## src/rtl/color_sensor_frame.sv

```systemverilog
// TCS3200 frame engine: gated edge counting per colour filter, clear-normalised RGB through a
// restoring divider, dark-detection hysteresis and dominant-colour decision.
module color_sensor_frame #(
  parameter int CNT_W         = 16,
  parameter int GATE_CYCLES   = 5000000,
  parameter int SETTLE_CYCLES = 1000,
  parameter int NORM_W        = 8,
  parameter int LUZ_LO        = 100,
  parameter int LUZ_HI        = 150
) (
  input  logic                 clk,
  input  logic                 rst,
  input  logic                 sensor_out,
  input  logic                 start,
  input  logic                 continuous,
  output logic [1:0]           s2_s3,
  output logic                 busy,
  output logic [4*CNT_W-1:0]   raw_cnt,
  output logic [NORM_W-1:0]    red_norm,
  output logic [NORM_W-1:0]    green_norm,
  output logic [NORM_W-1:0]    blue_norm,
  output logic                 luz,
  output logic [1:0]           dominant,
  output logic                 sat,
  output logic                 frame_valid
);

  localparam int TMR_MAX = (GATE_CYCLES > SETTLE_CYCLES) ? GATE_CYCLES : SETTLE_CYCLES;
  localparam int TMR_W   = $clog2(TMR_MAX + 1);
  localparam int STEP_W  = $clog2(NORM_W + 1);
  localparam logic [TMR_W-1:0]  GATE_LAST   = TMR_W'(GATE_CYCLES - 1);
  localparam logic [TMR_W-1:0]  SETTLE_LAST = TMR_W'(SETTLE_CYCLES - 1);
  localparam logic [STEP_W-1:0] STEP_LAST   = STEP_W'(NORM_W);
  localparam logic [CNT_W-1:0]  CNT_MAX     = '1;
  localparam logic [CNT_W:0]    LUZ_LO_V    = (CNT_W+1)'(LUZ_LO);
  localparam logic [CNT_W:0]    LUZ_HI_V    = (CNT_W+1)'(LUZ_HI);

  typedef enum logic [2:0] {IDLE, SETTLE, GATE, DIVIDE, DONE} state_t;

  state_t              state, state_next;
  logic [TMR_W-1:0]    timer;
  logic [1:0]          ch;
  logic [CNT_W-1:0]    cnt [4];
  logic                sensor_p0, sensor_p1, sensor_p2, pulse;
  logic [1:0]          div_ch;
  logic [STEP_W-1:0]   step;
  logic [CNT_W-1:0]    rem, rem_next, div_num, div_den;
  logic [CNT_W:0]      shifted, diff;
  logic                div_ge, div_done, luz_new;
  logic [NORM_W-1:0]   quo, quo_next, div_res, norm_r, norm_g;

  function automatic logic [1:0] filter_code(input logic [1:0] c);
    case (c)
      2'd0:    return 2'b00;
      2'd1:    return 2'b11;
      2'd2:    return 2'b01;
      default: return 2'b10;
    endcase
  endfunction

  function automatic logic [CNT_W-1:0] sat_inc(input logic [CNT_W-1:0] v);
    return (v == CNT_MAX) ? v : v + 1'b1;
  endfunction

  function automatic logic luz_next(input logic [CNT_W-1:0] clear, input logic prev);
    if ({1'b0, clear} < LUZ_LO_V)      return 1'b1;
    else if ({1'b0, clear} > LUZ_HI_V) return 1'b0;
    else                               return prev;
  endfunction

  function automatic logic [1:0] dom_pick(input logic [NORM_W-1:0] r, input logic [NORM_W-1:0] g,
                                          input logic [NORM_W-1:0] b, input logic dark);
    if (dark)                return 2'd0;
    else if (r > g && r > b) return 2'd1;
    else if (g > r && g > b) return 2'd2;
    else if (b > r && b > g) return 2'd3;
    else                     return 2'd0;
  endfunction

  // Stage boundary: pin -> two-flop synchroniser -> edge register
  assign pulse   = sensor_p1 & ~sensor_p2;
  assign busy    = (state != IDLE);
  assign luz_new = luz_next(cnt[3], luz);

  always_ff @(posedge clk) begin
    if (rst) state <= IDLE;
    else     state <= state_next;
  end

  always_comb begin
    state_next = state;
    unique case (state)
      IDLE:    if (start || continuous) state_next = SETTLE;
      SETTLE:  if (timer == SETTLE_LAST) state_next = GATE;
      GATE:    if (timer == GATE_LAST) state_next = (ch == 2'd3) ? DIVIDE : SETTLE;
      DIVIDE:  if (div_done && div_ch == 2'd2) state_next = DONE;
      DONE:    state_next = continuous ? SETTLE : IDLE;
      default: state_next = IDLE;
    endcase
  end

  // Restoring divider: one load cycle, then one quotient bit per cycle; zero or
  // over-range divisions finish in the load cycle.
  always_comb begin
    div_num  = cnt[div_ch];
    div_den  = cnt[3];
    shifted  = {rem, 1'b0};
    div_ge   = (shifted >= {1'b0, div_den});
    diff     = shifted - {1'b0, div_den};
    rem_next = div_ge ? CNT_W'(diff) : CNT_W'(shifted);
    quo_next = NORM_W'({quo, div_ge});
    div_done = 1'b0;
    div_res  = '0;
    if (state == DIVIDE) begin
      if (step == '0) begin
        if (div_den == '0) begin
          div_done = 1'b1;
        end else if (div_num >= div_den) begin
          div_done = 1'b1;
          div_res  = '1;
        end
      end else if (step == STEP_LAST) begin
        div_done = 1'b1;
        div_res  = quo_next;
      end
    end
  end

  always_ff @(posedge clk) begin
    if (state == DIVIDE) begin
      if (step == '0) begin
        rem <= div_num;
        quo <= '0;
      end else begin
        rem <= rem_next;
        quo <= quo_next;
      end
      if (div_done && div_ch == 2'd0) norm_r <= div_res;
      if (div_done && div_ch == 2'd1) norm_g <= div_res;
    end
  end

  always_ff @(posedge clk) begin
    if (rst) begin
      sensor_p0   <= 1'b0;
      sensor_p1   <= 1'b0;
      sensor_p2   <= 1'b0;
      timer       <= '0;
      ch          <= 2'd0;
      for (int i = 0; i < 4; i++) cnt[i] <= '0;
      div_ch      <= 2'd0;
      step        <= '0;
      s2_s3       <= 2'b00;
      raw_cnt     <= '0;
      red_norm    <= '0;
      green_norm  <= '0;
      blue_norm   <= '0;
      luz         <= 1'b0;
      dominant    <= 2'd0;
      sat         <= 1'b0;
      frame_valid <= 1'b0;
    end else begin
      sensor_p0   <= sensor_out;
      sensor_p1   <= sensor_p0;
      sensor_p2   <= sensor_p1;
      frame_valid <= 1'b0;

      if (state_next != state || state == IDLE) timer <= '0;
      else                                      timer <= timer + 1'b1;

      if (state_next == SETTLE && state != SETTLE) begin
        if (state == GATE) begin
          ch    <= ch + 2'd1;
          s2_s3 <= filter_code(ch + 2'd1);
        end else begin
          ch    <= 2'd0;
          s2_s3 <= filter_code(2'd0);
          for (int i = 0; i < 4; i++) cnt[i] <= '0;
        end
      end

      if (state == GATE && pulse) cnt[ch] <= sat_inc(cnt[ch]);

      if (state != DIVIDE) begin
        div_ch <= 2'd0;
        step   <= '0;
      end else if (div_done) begin
        div_ch <= div_ch + 2'd1;
        step   <= '0;
      end else begin
        step   <= step + 1'b1;
      end

      // Blue quotient lands this cycle, so it goes straight to the output register.
      if (state == DIVIDE && div_done && div_ch == 2'd2) begin
        raw_cnt     <= {cnt[3], cnt[2], cnt[1], cnt[0]};
        red_norm    <= norm_r;
        green_norm  <= norm_g;
        blue_norm   <= div_res;
        luz         <= luz_new;
        dominant    <= dom_pick(norm_r, norm_g, div_res, luz_new);
        sat         <= (cnt[0] == CNT_MAX) || (cnt[1] == CNT_MAX) ||
                       (cnt[2] == CNT_MAX) || (cnt[3] == CNT_MAX);
        frame_valid <= 1'b1;
      end
    end
  end

endmodule

```

## config.mk

```make
export PLATFORM = sky130hd
export DESIGN_NAME = color_sensor_frame
export DESIGN_NICKNAME = d
export VERILOG_FILES = /design/src/rtl/color_sensor_frame.sv
export SDC_FILE = /design/constraint.sdc
export NUM_CORES = 1
export LEC_CHECK = 0
export CORE_MARGIN = 3
export CORE_UTILIZATION = 48
export DETAILED_ROUTE_END_ITERATION = 8
export HOLD_SLACK_MARGIN = 0.08
export PLACE_DENSITY = 0.68
export SKIP_LAST_GASP = 1
export SLEW_MARGIN = 15
export SYNTH_ARGS = -nofsm -noshare
export SYNTH_HDL_FRONTEND = slang
export SYNTH_SLANG_ARGS = --single-unit
```

## constraint.sdc

```tcl
create_clock -name clk -period 7.8 [get_ports clk]
set_clock_uncertainty 0.05 [all_clocks]
set_input_delay 1.56 -clock clk [delete_from_list [all_inputs] [get_ports clk]]
set_output_delay 1.56 -clock clk [all_outputs]
set_load 0.005 [all_outputs]
```

==> results by group <==
Status
  – Status: complete, no violations

Detailed routing
  – DR DRC count: 0
  – Routed len/inst: ~19 µm
  – Drt via density: 5.68
  – Iteration-0 DRC Markers: 756
  – Total routed wirelength: 30500 µm
  – Via count: 9013
  – Post-DRT Antenna Nets: 0
  – First-pass DRT Iterations: 5

Logic synthesis
  – Most frequent cells after synthesis: nor2_1 (229), dfxtp_1 (135), edfxtp_1 (103)
  – Complex-gate fraction of the synthesized area: approximately 7%
  – Mapped Avg Cell Area: approximately 10 µm²
  – Post-Synth XOR/XNOR Area: 3.36%
  – Largest family of logic cells by synthesized area: simple AND/OR/NAND/NOR gates
  – Yosys reg bits: 238
  – Ys Warns: 0
  – Post-Syn Area: 12100 µm²
  – Top-count cell post-synth: nor2_1
  – Share of the yosys chip area belonging to registers: 47.8%
  – Synth Area in Simple Gates: between 10% and 20%
  – Post-synthesis adder-cell area fraction: 7.08%
  – Largest area contributor in the netlist: edfxtp_1
  – Number of synthesized flops with an enable pin: just over 100
  – Syn Nets: between 1000 and 1500
  – Asr flop ratio synth: 0%
  – Synth Instances: 1161
  – Yosys top cell area share: between 20% and 30%
  – Mux cell area share after synthesis: 13.6%
  – Synth area leaders: edfxtp_1 (26%), dfxtp_1 (22%), mux2i_1 (7.4%), nor2_1 (7.1%), ha_1 (6.9%)
  – Post-synth cell types: 71
  – Top FF cell, synth: dfxtp_1

Clocking
  – Cts repair resizes: 0
  – Clk slew on worst S/H paths: 0.06 ns
  – TritonCTS clock tree: done
  – # hold bufs at CTS: 0
  – Skew-Pair Late Insertion Delay: ~0.54 ns
  – CTS H-tree lvls: 1
  – CTS Sinks: roughly 240
  – Num CTS Buffers: 26
  – Root buf cell: clkbuf_16
  – Clock Path Buffers: 3
  – Post-CTS Setup Bufs: 0

Timing
  – Setup violators final: 0
  – Final Cycle Share: 65.0%
  – Hold slack: about 0.39 ns
  – Min Tclk post-route: 5.07 ns
  – Hold Vio Cnt, Final: 0
  – Slew at the pin with the worst max-slew slack: 1.06 ns
  – RSZ-0062 raised after global routing: false
  – Max frequency: ~200 MHz
  – Worst relative slew slack: 29.0%
  – Setup_tns: 0 ns
  – Max-slew violations: 0

Floorplan
  – Die area: 27200 µm²
  – Row count: 57
  – Die height: around 160 µm
  – Initial Util: 49.4%
  – CORE AREA: between 20000 and 25000 µm²
  – Die width: 165 µm
  – I/O pin cnt: 101

Power
  – Sw Ratio: 26.6%
  – Clock share of power: approximately two fifths
  – Overall Power: 0.00294 W
  – VDD IR max: 0.000145 V
  – Cell leakage power: 5.84 nW
  – Sequential Power Share: 48.5%
  – Switch Pwr: approximately 0.0008 W
  – Internal: 0.00216 W
  – PD cells: approximately 210 nW/µm²
  – Combinational Power Share: 11.5%

Layout
  – Layout cells sized above 1: 6.74%
  – Ant diodes: 0
  – Post-layout nets: between 1000 and 1500
  – Synth-to-layout area growth: 16.8%
  – Post-Layout Inst Area: 14200 µm²

GRT
  – Vias in the first global route: 8694
  – First-pass GRT wire length: 47700 µm
  – Initial antenna violation count: 0
  – Largest net degree at the start of global routing: between 80 and 90
  – Remaining global-route overflow: 0
  – Gr usage total: roughly 22%

Critical path
  – Worst Path Arrival: 5.43 ns
  – Setup crit end kind: flop
  – Kind of launch point of the worst setup path: flop
  – Critical setup path kind: flop to flop
  – Data required, critical path: about 8.2 ns
  – Crit-path max FO: 16

Worst hold path
  – Hold crit path type: flop to flop

Placement
  – RD Place Congestion: 0.922
  – Area after DPL: 13300 µm²
  – PortBufs: 100
  – Detailed Place HPWL: 21700 µm

Job
  – MaxCap Viol Count: 0
worst max-delay path: stages, from the launching register on:
cell and delay [ns]:
dfxtp_1 0.97, mux4_2 0.64, ha_1 0.31, nand2_1 0.07, nor3_1 0.18, a21oi_1 0.10
o211ai_1 0.40, nor2b_1 0.56, a21oi_1 0.13, nor2_1 0.25, ha_1 0.29, nor2b_1 0.14
o21ai_0 0.20, nand2b_1 0.09, a21oi_1 0.13, o21ai_0 0.14, a22oi_1 0.19, o21ai_0 0.09
layout by cell type (no fill, tap or decap), types with 15 or more instances in the layout:
| cell | count |
|---|---|
| nor2_1 | 229 |
| dfxtp_1 | 135 |
| edfxtp_1 | 103 |
| clkdlybuf4s50_1 | 99 |
| mux2i_1 | 90 |
| ha_1 | 67 |
| nand2_1 | 59 |
| inv_1 | 51 |
| a21oi_1 | 44 |
| nand3_1 | 31 |
| nand4_1 | 28 |
| clkbuf_16 | 26 |
| mux4_2 | 25 |
| o21ai_0 | 24 |
| nor2b_1 | 22 |
| xnor2_1 | 20 |
| xor2_1 | 19 |
| nor3_1 | 15 |
cell type report:
cell class	count	area, µm²
clock inverters	11	90.1
repair buffers	107	1050
well taps	324	405
clock buffers	37	722
inverters	51	191
flip-flops and latches	238	5800
multi-input cells	818	5900
fillers	2106	10400
metal layers:
metal  up-vias  share of wire [%]  global-route usage [%]
li1       4325                  -                       -
met1      4360                 45                    32.4
met2       281                 46                    34.8
met3        47                6.9                    3.61
met4         0                2.1                    5.41
met5         -                  0                       0
path summary, 6_finish.rpt:
path | from | end | slack (ns) | cells past startpoint
worst max-delay path | flop | dominant[0]$_SDFFE_PP0P_ | 2.73 | 17
worst max register to register | flop | dominant[0]$_SDFFE_PP0P_ | 2.73 | 17
worst min register to register | sensor_p0$_SDFF_PP0_ | sensor_p1$_SDFF_PP0_ | 0.39 | 1
worst min-delay path | sensor_p0$_SDFF_PP0_ | sensor_p1$_SDFF_PP0_ | 0.39 | 1
state kept, by name, summed over array words and instances, names as in the netlist, 2 cells and up, named ones only:
| signal | flops |
|---|---|
| raw_cnt | 64 |
| ch | 2 |
| state | 3 |
| green_norm | 8 |
| dominant | 2 |
| red_norm | 8 |
| timer | 23 |
| cnt | 64 |
| rem | 16 |
| step | 4 |
| quo | 7 |
| blue_norm | 8 |
| norm_g | 8 |
| div_ch | 2 |
| norm_r | 8 |
logic make-up (layout without fill, tap and decap cells):
group / after synthesis / in the layout
adders and majority gates: 68 / 68
muxes: 122 / 122
and+or+nand+nor: 449 / 449
AOI/OAI and AO/OA: 136 / 136
DFF: 238 / 238
xor gates and xnor gates: 43 / 43
buffers and inverters: 105 / 206
power groups by stage:
stage	Sequential, W	Combinational, W	Clock [W]
floorplan	0.00140	0.000275	0
global placement	0.00145	0.000327	0
detailed placement	0.00145	0.000334	0
CTS	0.00142	0.000337	0.00120
global route	0.00143	0.000376	0.00124
finish	0.00143	0.000339	0.00118
stage by stage:
stage	cells	setup slack (ns)	utilization (%)
floorplan	1161	3.52	-
global placement	1538	3.00	54.4
detailed placement	1538	2.70	54.4
CTS	1586	2.71	57.7
global route	1586	2.30	57.7
finish	1586	2.73	57.7
(Power assumes the default switching activity.)
